===== config.mk =====
export PLATFORM = sky130hd
export DESIGN_NAME = sram_port_arbiter_flat
export DESIGN_NICKNAME = d
export VERILOG_FILES = /design/src/rtl/sram_port_arbiter_pkg.sv /design/src/rtl/sram_port_arbiter_if.sv /design/src/rtl/sram_port_arbiter_rd_pipe.sv /design/src/rtl/sram_port_arbiter.sv /design/src/flat_wrapper.sv
export SDC_FILE = /design/constraint.sdc
export NUM_CORES = 1
export LEC_CHECK = 0
export ABC_AREA = 0
export ABC_CLOCK_PERIOD_IN_PS = 3000
export CAP_MARGIN = 25
export CORE_UTILIZATION = 45
export CTS_CLUSTER_DIAMETER = 150
export DETAILED_ROUTE_END_ITERATION = 10
export DONT_BUFFER_PORTS = 1
export PLACE_DENSITY_LB_ADDON = 0.25
export SYNTH_ARGS = -nofsm -noshare
export SYNTH_HDL_FRONTEND = slang
export SYNTH_SLANG_ARGS = --single-unit
export TNS_END_PERCENT = 50

===== constraint.sdc =====
create_clock -name clk -period 3 [get_ports clk]
set_input_delay 0.15 -clock clk [delete_from_list [all_inputs] [get_ports clk]]
set_output_delay 0.15 -clock clk [all_outputs]
set_load 0.01 [all_outputs]

===== src/rtl/sram_port_arbiter_pkg.sv =====
// Shared constants and types for the two-port SRAM arbiter.
package sram_port_arbiter_pkg;
  localparam int ADDR_W_DEF   = 12;
  localparam int DATA_W_DEF   = 16;
  localparam int MAX_HOLD_DEF = 16;
  localparam int NUM_PORTS    = 2;
  localparam int RD_LAT       = 2;

  typedef enum logic {ST_FREE = 1'b0, ST_LOCKED = 1'b1} arb_st_e;

  localparam logic PORT_LOAD  = 1'b0;
  localparam logic PORT_PARSE = 1'b1;
endpackage


===== src/rtl/sram_port_arbiter_if.sv =====
// Requester-side bus of the arbiter: both ports' request and response signals.
interface sram_port_arbiter_if #(
  parameter int ADDR_W = 12,
  parameter int DATA_W = 16
);
  logic              req0, req1;
  logic              we0, we1;
  logic [ADDR_W-1:0] addr0, addr1;
  logic [DATA_W-1:0] wdata0, wdata1;
  logic              lock0, lock1;
  logic              gnt0, gnt1;
  logic              rvalid0, rvalid1;
  logic [DATA_W-1:0] rdata0, rdata1;

  modport master (
    output req0, req1, we0, we1, addr0, addr1, wdata0, wdata1, lock0, lock1,
    input  gnt0, gnt1, rvalid0, rvalid1, rdata0, rdata1
  );
  modport slave (
    input  req0, req1, we0, we1, addr0, addr1, wdata0, wdata1, lock0, lock1,
    output gnt0, gnt1, rvalid0, rvalid1, rdata0, rdata1
  );
endinterface


===== src/rtl/sram_port_arbiter_rd_pipe.sv =====
// Read-return tracker: carries {valid, port} alongside the SRAM read latency
// and steers DO to the port that issued the read.
module sram_rd_pipe
  import sram_port_arbiter_pkg::*;
#(
  parameter int DATA_W = DATA_W_DEF
) (
  input  logic                              clk,
  input  logic                              rst,
  input  logic                              issue_vld,
  input  logic                              issue_port,
  input  logic [DATA_W-1:0]                 mem_dout,
  output logic [NUM_PORTS-1:0]              rvalid,
  output logic [NUM_PORTS-1:0][DATA_W-1:0]  rdata,
  output logic                              inflight
);
  logic [RD_LAT:1] vld_pipe;
  logic [RD_LAT:1] port_pipe;

  always_ff @(posedge clk) begin
    if (rst) begin
      vld_pipe  <= '0;
      port_pipe <= '0;
    end else begin
      vld_pipe  <= {vld_pipe[RD_LAT-1:1], issue_vld};
      port_pipe <= {port_pipe[RD_LAT-1:1], issue_port};
    end
  end

  assign inflight = |vld_pipe;

  // Outputs are forced quiet while reset is held, not just after it.
  for (genvar p = 0; p < NUM_PORTS; p++) begin : g_port
    assign rvalid[p] = ~rst & vld_pipe[RD_LAT] & (port_pipe[RD_LAT] == 1'(p));
    assign rdata[p]  = rvalid[p] ? mem_dout : '0;
  end
endmodule


===== src/rtl/sram_port_arbiter.sv =====
// Round-robin arbiter with burst lock and starvation bound in front of a
// single-port SRAM; drives registered A/DI/WEB and routes read returns.
module sram_port_arbiter
  import sram_port_arbiter_pkg::*;
#(
  parameter int ADDR_W   = ADDR_W_DEF,
  parameter int DATA_W   = DATA_W_DEF,
  parameter int MAX_HOLD = MAX_HOLD_DEF
) (
  input  logic               clk,
  input  logic               rst,
  sram_port_arbiter_if.slave bus,
  output logic [ADDR_W-1:0]  mem_addr,
  output logic [DATA_W-1:0]  mem_din,
  output logic               mem_we_b,
  input  logic [DATA_W-1:0]  mem_dout,
  output logic               busy
);
  localparam int HW = $clog2(MAX_HOLD + 1);

  arb_st_e         st_q, st_d;
  logic            owner_q, owner_d;
  logic            rr_q, rr_d;
  logic [HW-1:0]   hold_q, hold_d;
  logic [1:0]      req, lock, gnt;
  logic            own_req, oth_req, own_lock, acc, sel_we;
  logic [ADDR_W-1:0] addr_q;
  logic [DATA_W-1:0] din_q;
  logic            we_b_q, inflight;
  logic [NUM_PORTS-1:0]             rvalid;
  logic [NUM_PORTS-1:0][DATA_W-1:0] rdata;

  assign req  = {bus.req1, bus.req0};
  assign lock = {bus.lock1, bus.lock0};

  always_comb begin
    st_d     = st_q;
    owner_d  = owner_q;
    rr_d     = rr_q;
    hold_d   = hold_q;
    gnt      = 2'b00;
    own_req  = owner_q ? req[1]  : req[0];
    oth_req  = owner_q ? req[0]  : req[1];
    own_lock = owner_q ? lock[1] : lock[0];
    case (st_q)
      ST_FREE: begin
        if (req == 2'b11) begin
          gnt  = rr_q ? 2'b10 : 2'b01;
          rr_d = ~rr_q;
        end else begin
          gnt = req;
        end
        if (|(gnt & lock)) begin
          st_d    = ST_LOCKED;
          owner_d = gnt[1] ? PORT_PARSE : PORT_LOAD;
          hold_d  = HW'(1);
        end
      end
      ST_LOCKED: begin
        if (!own_req) begin
          st_d   = ST_FREE;
          hold_d = '0;
        end else if (oth_req && hold_q == HW'(MAX_HOLD)) begin
          // Starvation bound hit: hand one access to the waiting port.
          gnt    = owner_q ? 2'b01 : 2'b10;
          st_d   = ST_FREE;
          rr_d   = owner_q;
          hold_d = '0;
        end else begin
          gnt = owner_q ? 2'b10 : 2'b01;
          if (!own_lock) begin
            st_d   = ST_FREE;
            hold_d = '0;
          end else if (hold_q != HW'(MAX_HOLD)) begin
            hold_d = hold_q + HW'(1);
          end
        end
      end
      default: st_d = ST_FREE;
    endcase
    if (rst) gnt = 2'b00;
  end

  assign acc    = |gnt;
  assign sel_we = gnt[1] ? bus.we1 : bus.we0;

  always_ff @(posedge clk) begin
    if (rst) begin
      st_q    <= ST_FREE;
      owner_q <= PORT_LOAD;
      rr_q    <= PORT_LOAD;
      hold_q  <= '0;
      addr_q  <= '0;
      din_q   <= '0;
      we_b_q  <= 1'b1;
    end else begin
      st_q    <= st_d;
      owner_q <= owner_d;
      rr_q    <= rr_d;
      hold_q  <= hold_d;
      if (acc) begin
        addr_q <= gnt[1] ? bus.addr1  : bus.addr0;
        din_q  <= gnt[1] ? bus.wdata1 : bus.wdata0;
        we_b_q <= ~sel_we;
      end else begin
        we_b_q <= 1'b1;
      end
    end
  end

  // Gating with rst kills a write that was already on the pins at the reset edge.
  assign mem_addr = rst ? '0 : addr_q;
  assign mem_din  = rst ? '0 : din_q;
  assign mem_we_b = we_b_q | rst;

  sram_rd_pipe #(.DATA_W(DATA_W)) u_rd_pipe (
    .clk        (clk),
    .rst        (rst),
    .issue_vld  (acc & ~sel_we),
    .issue_port (gnt[1]),
    .mem_dout   (mem_dout),
    .rvalid     (rvalid),
    .rdata      (rdata),
    .inflight   (inflight)
  );

  assign bus.gnt0    = gnt[0];
  assign bus.gnt1    = gnt[1];
  assign bus.rvalid0 = rvalid[0];
  assign bus.rvalid1 = rvalid[1];
  assign bus.rdata0  = rdata[0];
  assign bus.rdata1  = rdata[1];
  assign busy        = ~rst & ((|req) | inflight);
endmodule


===== src/flat_wrapper.sv =====
// flat-port wrapper written by rule: the top's interface ports become plain ports
module sram_port_arbiter_flat import sram_port_arbiter_pkg::*;
#(
  parameter int ADDR_W   = ADDR_W_DEF,
  parameter int DATA_W   = DATA_W_DEF,
  parameter int MAX_HOLD = MAX_HOLD_DEF
)
  (clk, rst, mem_addr, mem_din, mem_we_b, mem_dout, busy, bus_req0, bus_req1, bus_we0, bus_we1, bus_addr0, bus_addr1, bus_wdata0, bus_wdata1, bus_lock0, bus_lock1, bus_gnt0, bus_gnt1, bus_rvalid0, bus_rvalid1, bus_rdata0, bus_rdata1);
  sram_port_arbiter_if #(.ADDR_W(ADDR_W), .DATA_W(DATA_W)) bus_i ();
  input  logic clk;
  input  logic rst;
  output logic [ADDR_W-1:0] mem_addr;
  output logic [DATA_W-1:0] mem_din;
  output logic mem_we_b;
  input  logic [DATA_W-1:0] mem_dout;
  output logic busy;
  input wire logic [$bits(bus_i.req0)-1:0] bus_req0;
  input wire logic [$bits(bus_i.req1)-1:0] bus_req1;
  input wire logic [$bits(bus_i.we0)-1:0] bus_we0;
  input wire logic [$bits(bus_i.we1)-1:0] bus_we1;
  input wire logic [$bits(bus_i.addr0)-1:0] bus_addr0;
  input wire logic [$bits(bus_i.addr1)-1:0] bus_addr1;
  input wire logic [$bits(bus_i.wdata0)-1:0] bus_wdata0;
  input wire logic [$bits(bus_i.wdata1)-1:0] bus_wdata1;
  input wire logic [$bits(bus_i.lock0)-1:0] bus_lock0;
  input wire logic [$bits(bus_i.lock1)-1:0] bus_lock1;
  output wire logic [$bits(bus_i.gnt0)-1:0] bus_gnt0;
  output wire logic [$bits(bus_i.gnt1)-1:0] bus_gnt1;
  output wire logic [$bits(bus_i.rvalid0)-1:0] bus_rvalid0;
  output wire logic [$bits(bus_i.rvalid1)-1:0] bus_rvalid1;
  output wire logic [$bits(bus_i.rdata0)-1:0] bus_rdata0;
  output wire logic [$bits(bus_i.rdata1)-1:0] bus_rdata1;
  assign bus_i.req0 = bus_req0;
  assign bus_i.req1 = bus_req1;
  assign bus_i.we0 = bus_we0;
  assign bus_i.we1 = bus_we1;
  assign bus_i.addr0 = bus_addr0;
  assign bus_i.addr1 = bus_addr1;
  assign bus_i.wdata0 = bus_wdata0;
  assign bus_i.wdata1 = bus_wdata1;
  assign bus_i.lock0 = bus_lock0;
  assign bus_i.lock1 = bus_lock1;
  assign bus_gnt0 = bus_i.gnt0;
  assign bus_gnt1 = bus_i.gnt1;
  assign bus_rvalid0 = bus_i.rvalid0;
  assign bus_rvalid1 = bus_i.rvalid1;
  assign bus_rdata0 = bus_i.rdata0;
  assign bus_rdata1 = bus_i.rdata1;
  sram_port_arbiter #(.ADDR_W(ADDR_W), .DATA_W(DATA_W), .MAX_HOLD(MAX_HOLD)) u_core (.clk(clk), .rst(rst), .bus(bus_i), .mem_addr(mem_addr), .mem_din(mem_din), .mem_we_b(mem_we_b), .mem_dout(mem_dout), .busy(busy));
endmodule

==> flow_summary.ini <==
[run_status]
status = complete, no violations

[sta]
fin_setup_tns_ns = 0
period_needed_ns = 2.61
fmax_ghz = 0.383
hold_viol_final = 0
max_slew_margin_pct = 51.1
final-setup-viol-count = 0
skew_ns = 0.00691
final_max_slew_viol_count = 0
rsz0062_at_grt = false
fin_crit_sh_pct = 87.1
worst_pin_slew_ns = 0.733

[synth]
synth_area_leaders = dfxtp_1, a21oi_2, and2_1
syn-num-nets = 394
netlist_instances = 312
synth_flop_cell = dfxtp_1
synth.distinct_cells = 44
yosysWarnings = 0
synth_top_area_share_pct = 32.4
synthXorXnorAreaFrac_pct = 0
synth-edff-count = 0
synth_compound_area_share_pct = 25.9
synthAdderAreaFrac_pct = 0.987
ys_ff_latch = 41
synth_area_per_cell_um2 = 8.13
synth_area_um2 = 2540
synth_mux_area_share_pct = 1.43
synthArstFlopShare_pct = 0
yosys.area.top_type = dfxtp_1
ys_seq_area_share_pct = 32.4
synth-simple-area-share_pct = 32.1
synth_top_family_by_area = simple AND/OR/NAND/NOR gates

[global_route]
antenna_found_initial = 0
grt_pass1_wl_um = 10100
grt.total_usage_pct = 21.9
grt_max_degree = 36
overflow = 0
grt_pass1_vias = 2093

[setup_path]
cp_slowest_cell = a31o_2
cp.arrival_ns = 2.80
cp_max_fo = 31
path_cells = inv_1, ha_1, nand4bb_4, o21ai_0, a31o_2, clkinv_4, a21oi_2, a21oi_2
slowest_delay_ns = 0.66
endpoint_kind = flop
worst_ep_required_time_ns = 3.18
cp_common_cell = a21oi_2
startpoint_type = flop
path_class = reg -> reg

[route]
via_per_inst = 5.56
drtIter0Drc = 134
firstDrtPassIters = 4
vias = 2213
wl_um = 6380
drc = 0
ant_nets = 0
routedWlPerCell_um = 16.0

[power_and_ir_drop]
p_clk_share_pct = 33.4
power.share.switching_pct = 27.0
switchingPower_uw = 374
irDropWorstVdd_v = 0.000257
seqPwrFrac_pct = 45.4
pwr-share-comb_pct = 21.2
cellLeakagePower_nw = 1.06
powerDensity_nw_per_um2 = 478
p_int_mw = 1.01

[die]
die_h_um = 77.1
coreArea_um2 = 5270
ioPinCount = 146
rows = 26
fp.dieW_um = 77.1
start_util_pct = 48.1
dieArea_um2 = 5940

[layout]
areaGrowthSynthToFinish_pct = 14.3
final_cell_area_um2 = 2900
nets = 409
num_antenna_cells = 0
final_layout_size_suffix_gt1_share_pct = 22.9

[clocking]
clock_sink_count = 41
cts_setup_buffers = 0
clockRootBuffer = clkbuf_8
clockBufferDepth = 2
htree_levels = 2
clkSlewWorstSetupHoldPaths_ns = 0.08
cts_made_buffers = 5
postCtsResizedCells = 0
clock_latency_ns = 0.29
cts_tree = built

[place]
portBuffers = 0
dp_hpwl_um = 4320
routabilityCongestion = 0.806
dpl_cell_area_um2 = 2510

[worst_hold_path]
worstHoldPathType = in -> reg

[flow_run]
cap_violations = 0
## power groups by stage
stage	Clock [mW]	Combinational, mW	Sequential (mW)
6_report	0.462	0.294	0.629
5_1_grt	0.502	0.324	0.636
4_1_cts	0.478	0.293	0.628
3_5_place_dp	0	0.264	0.640
3_3_place_gp	0	0.258	0.639
2_1_floorplan	0	0.251	0.631
## layer usage
layer / track usage (%) / wire, um
met5: 0 / 0
met1: 24.4 / 2550
met2: 39.8 / 3190
met4: 7.92 / 82
met3: 5.71 / 556
## cell type report
| cell class | instances | area (um2) |
|---|---|---|
| sequential | 41 | 821 |
| multi-input combinational | 240 | 1530 |
| tap | 70 | 87.6 |
| clock inverter | 1 | 30.0 |
| timing repair buffer | 30 | 305 |
| fill | 500 | 2370 |
| inverter | 9 | 38.8 |
| clock buffer | 7 | 86.3 |
## path summary, 6_finish.rpt
check,start,to,slack [ns],depth (start not counted)
max,u_core.hold_q[0],u_core.din_q[15],0.39,8
min,bus_addr1[9],u_core.addr_q[9],0.01,2
max reg2reg,u_core.hold_q[0],u_core.din_q[15],0.39,8
min reg2reg,u_core.u_rd_pipe.port_pipe[1],u_core.u_rd_pipe.port_pipe[2],0.44,1
## critical path: cells and delay by family, from the launching register on
kind	cells	cell delay, ns
AOI/OAI and AO/OA	4	1.20
and+or+nand+nor	1	0.16
buffers and inverters	2	0.57
DFF	1	0.35
adders and majority gates	1	0.22
## cell families (layout without fill, tap and decap cells)
logic type                 Yosys count  after routing
AOI/OAI and AO/OA                   81             81
and+or+nand+nor                    154            154
buffers and inverters               31             47
muxes                                3              3
adders and majority gates            2              2
DFF                                 41             41
## layout by cell type, fill, tap and decap left out, types with 2 or more instances in the layout
cell	synthesis	routed
a21oi_1	6	6
inv_1	7	6
inv_2	1	2
nor2_1	33	33
nand3_1	4	4
buf_4	1	2
clkbuf_8	0	6
o21ai_0	6	6
ha_1	2	2
nand2_1	38	38
dlygate4sd3_1	0	27
or2_2	2	2
and2_1	33	33
or3_1	4	4
dfxtp_1	41	41
nor2b_1	32	32
a21oi_2	56	56
## cells in the mapped netlist (2+ instances only)
master,instances
nand3_1,4
clkbuf_1,8
a21oi_1,6
buf_12,3
a21oi_2,56
nor2_1,33
or3_1,4
nand2_1,38
or2_2,2
and2_1,33
o21ai_0,6
inv_1,7
nor2b_1,32
dfxtp_1,41
buf_2,9
ha_1,2
## metrics by stage
stage | total power [mW] | setup WS [ns] | instances | hold WS (ns) | utilization (%)
3_3_place_gp | 0.897 | 0.475 | 363 | 0.226 | 47.7
2_1_floorplan | 0.882 | 1.25 | 312 | 0.244 | -
4_1_cts | 1.40 | 0.356 | 397 | 0.000886 | 54.8
5_1_grt | 1.46 | 0.115 | 398 | 0.00597 | 55.0
6_report | 1.39 | 0.387 | 398 | 0.0118 | 55.0
3_5_place_dp | 0.904 | 0.371 | 363 | 0.224 | 47.7
## state kept, by name, summed over array words and instances, names as in the netlist
name / count
u_core.din_q: 16
u_core.rr_q: 1
u_core.addr_q: 12
u_core.st_q: 1
u_core.u_rd_pipe.port_pipe: 2
u_core.u_rd_pipe.vld_pipe: 2
u_core.we_b_q: 1
u_core.owner_q: 1
u_core.hold_q: 5
## repair_timing
item                                    4_1_cts  5_1_grt
hold buffers                                 26        1
endpoints found under the setup margin        0        0
endpoints found under the hold margin        31        1
No activity file was read; power rests on OpenSTA's default activity.
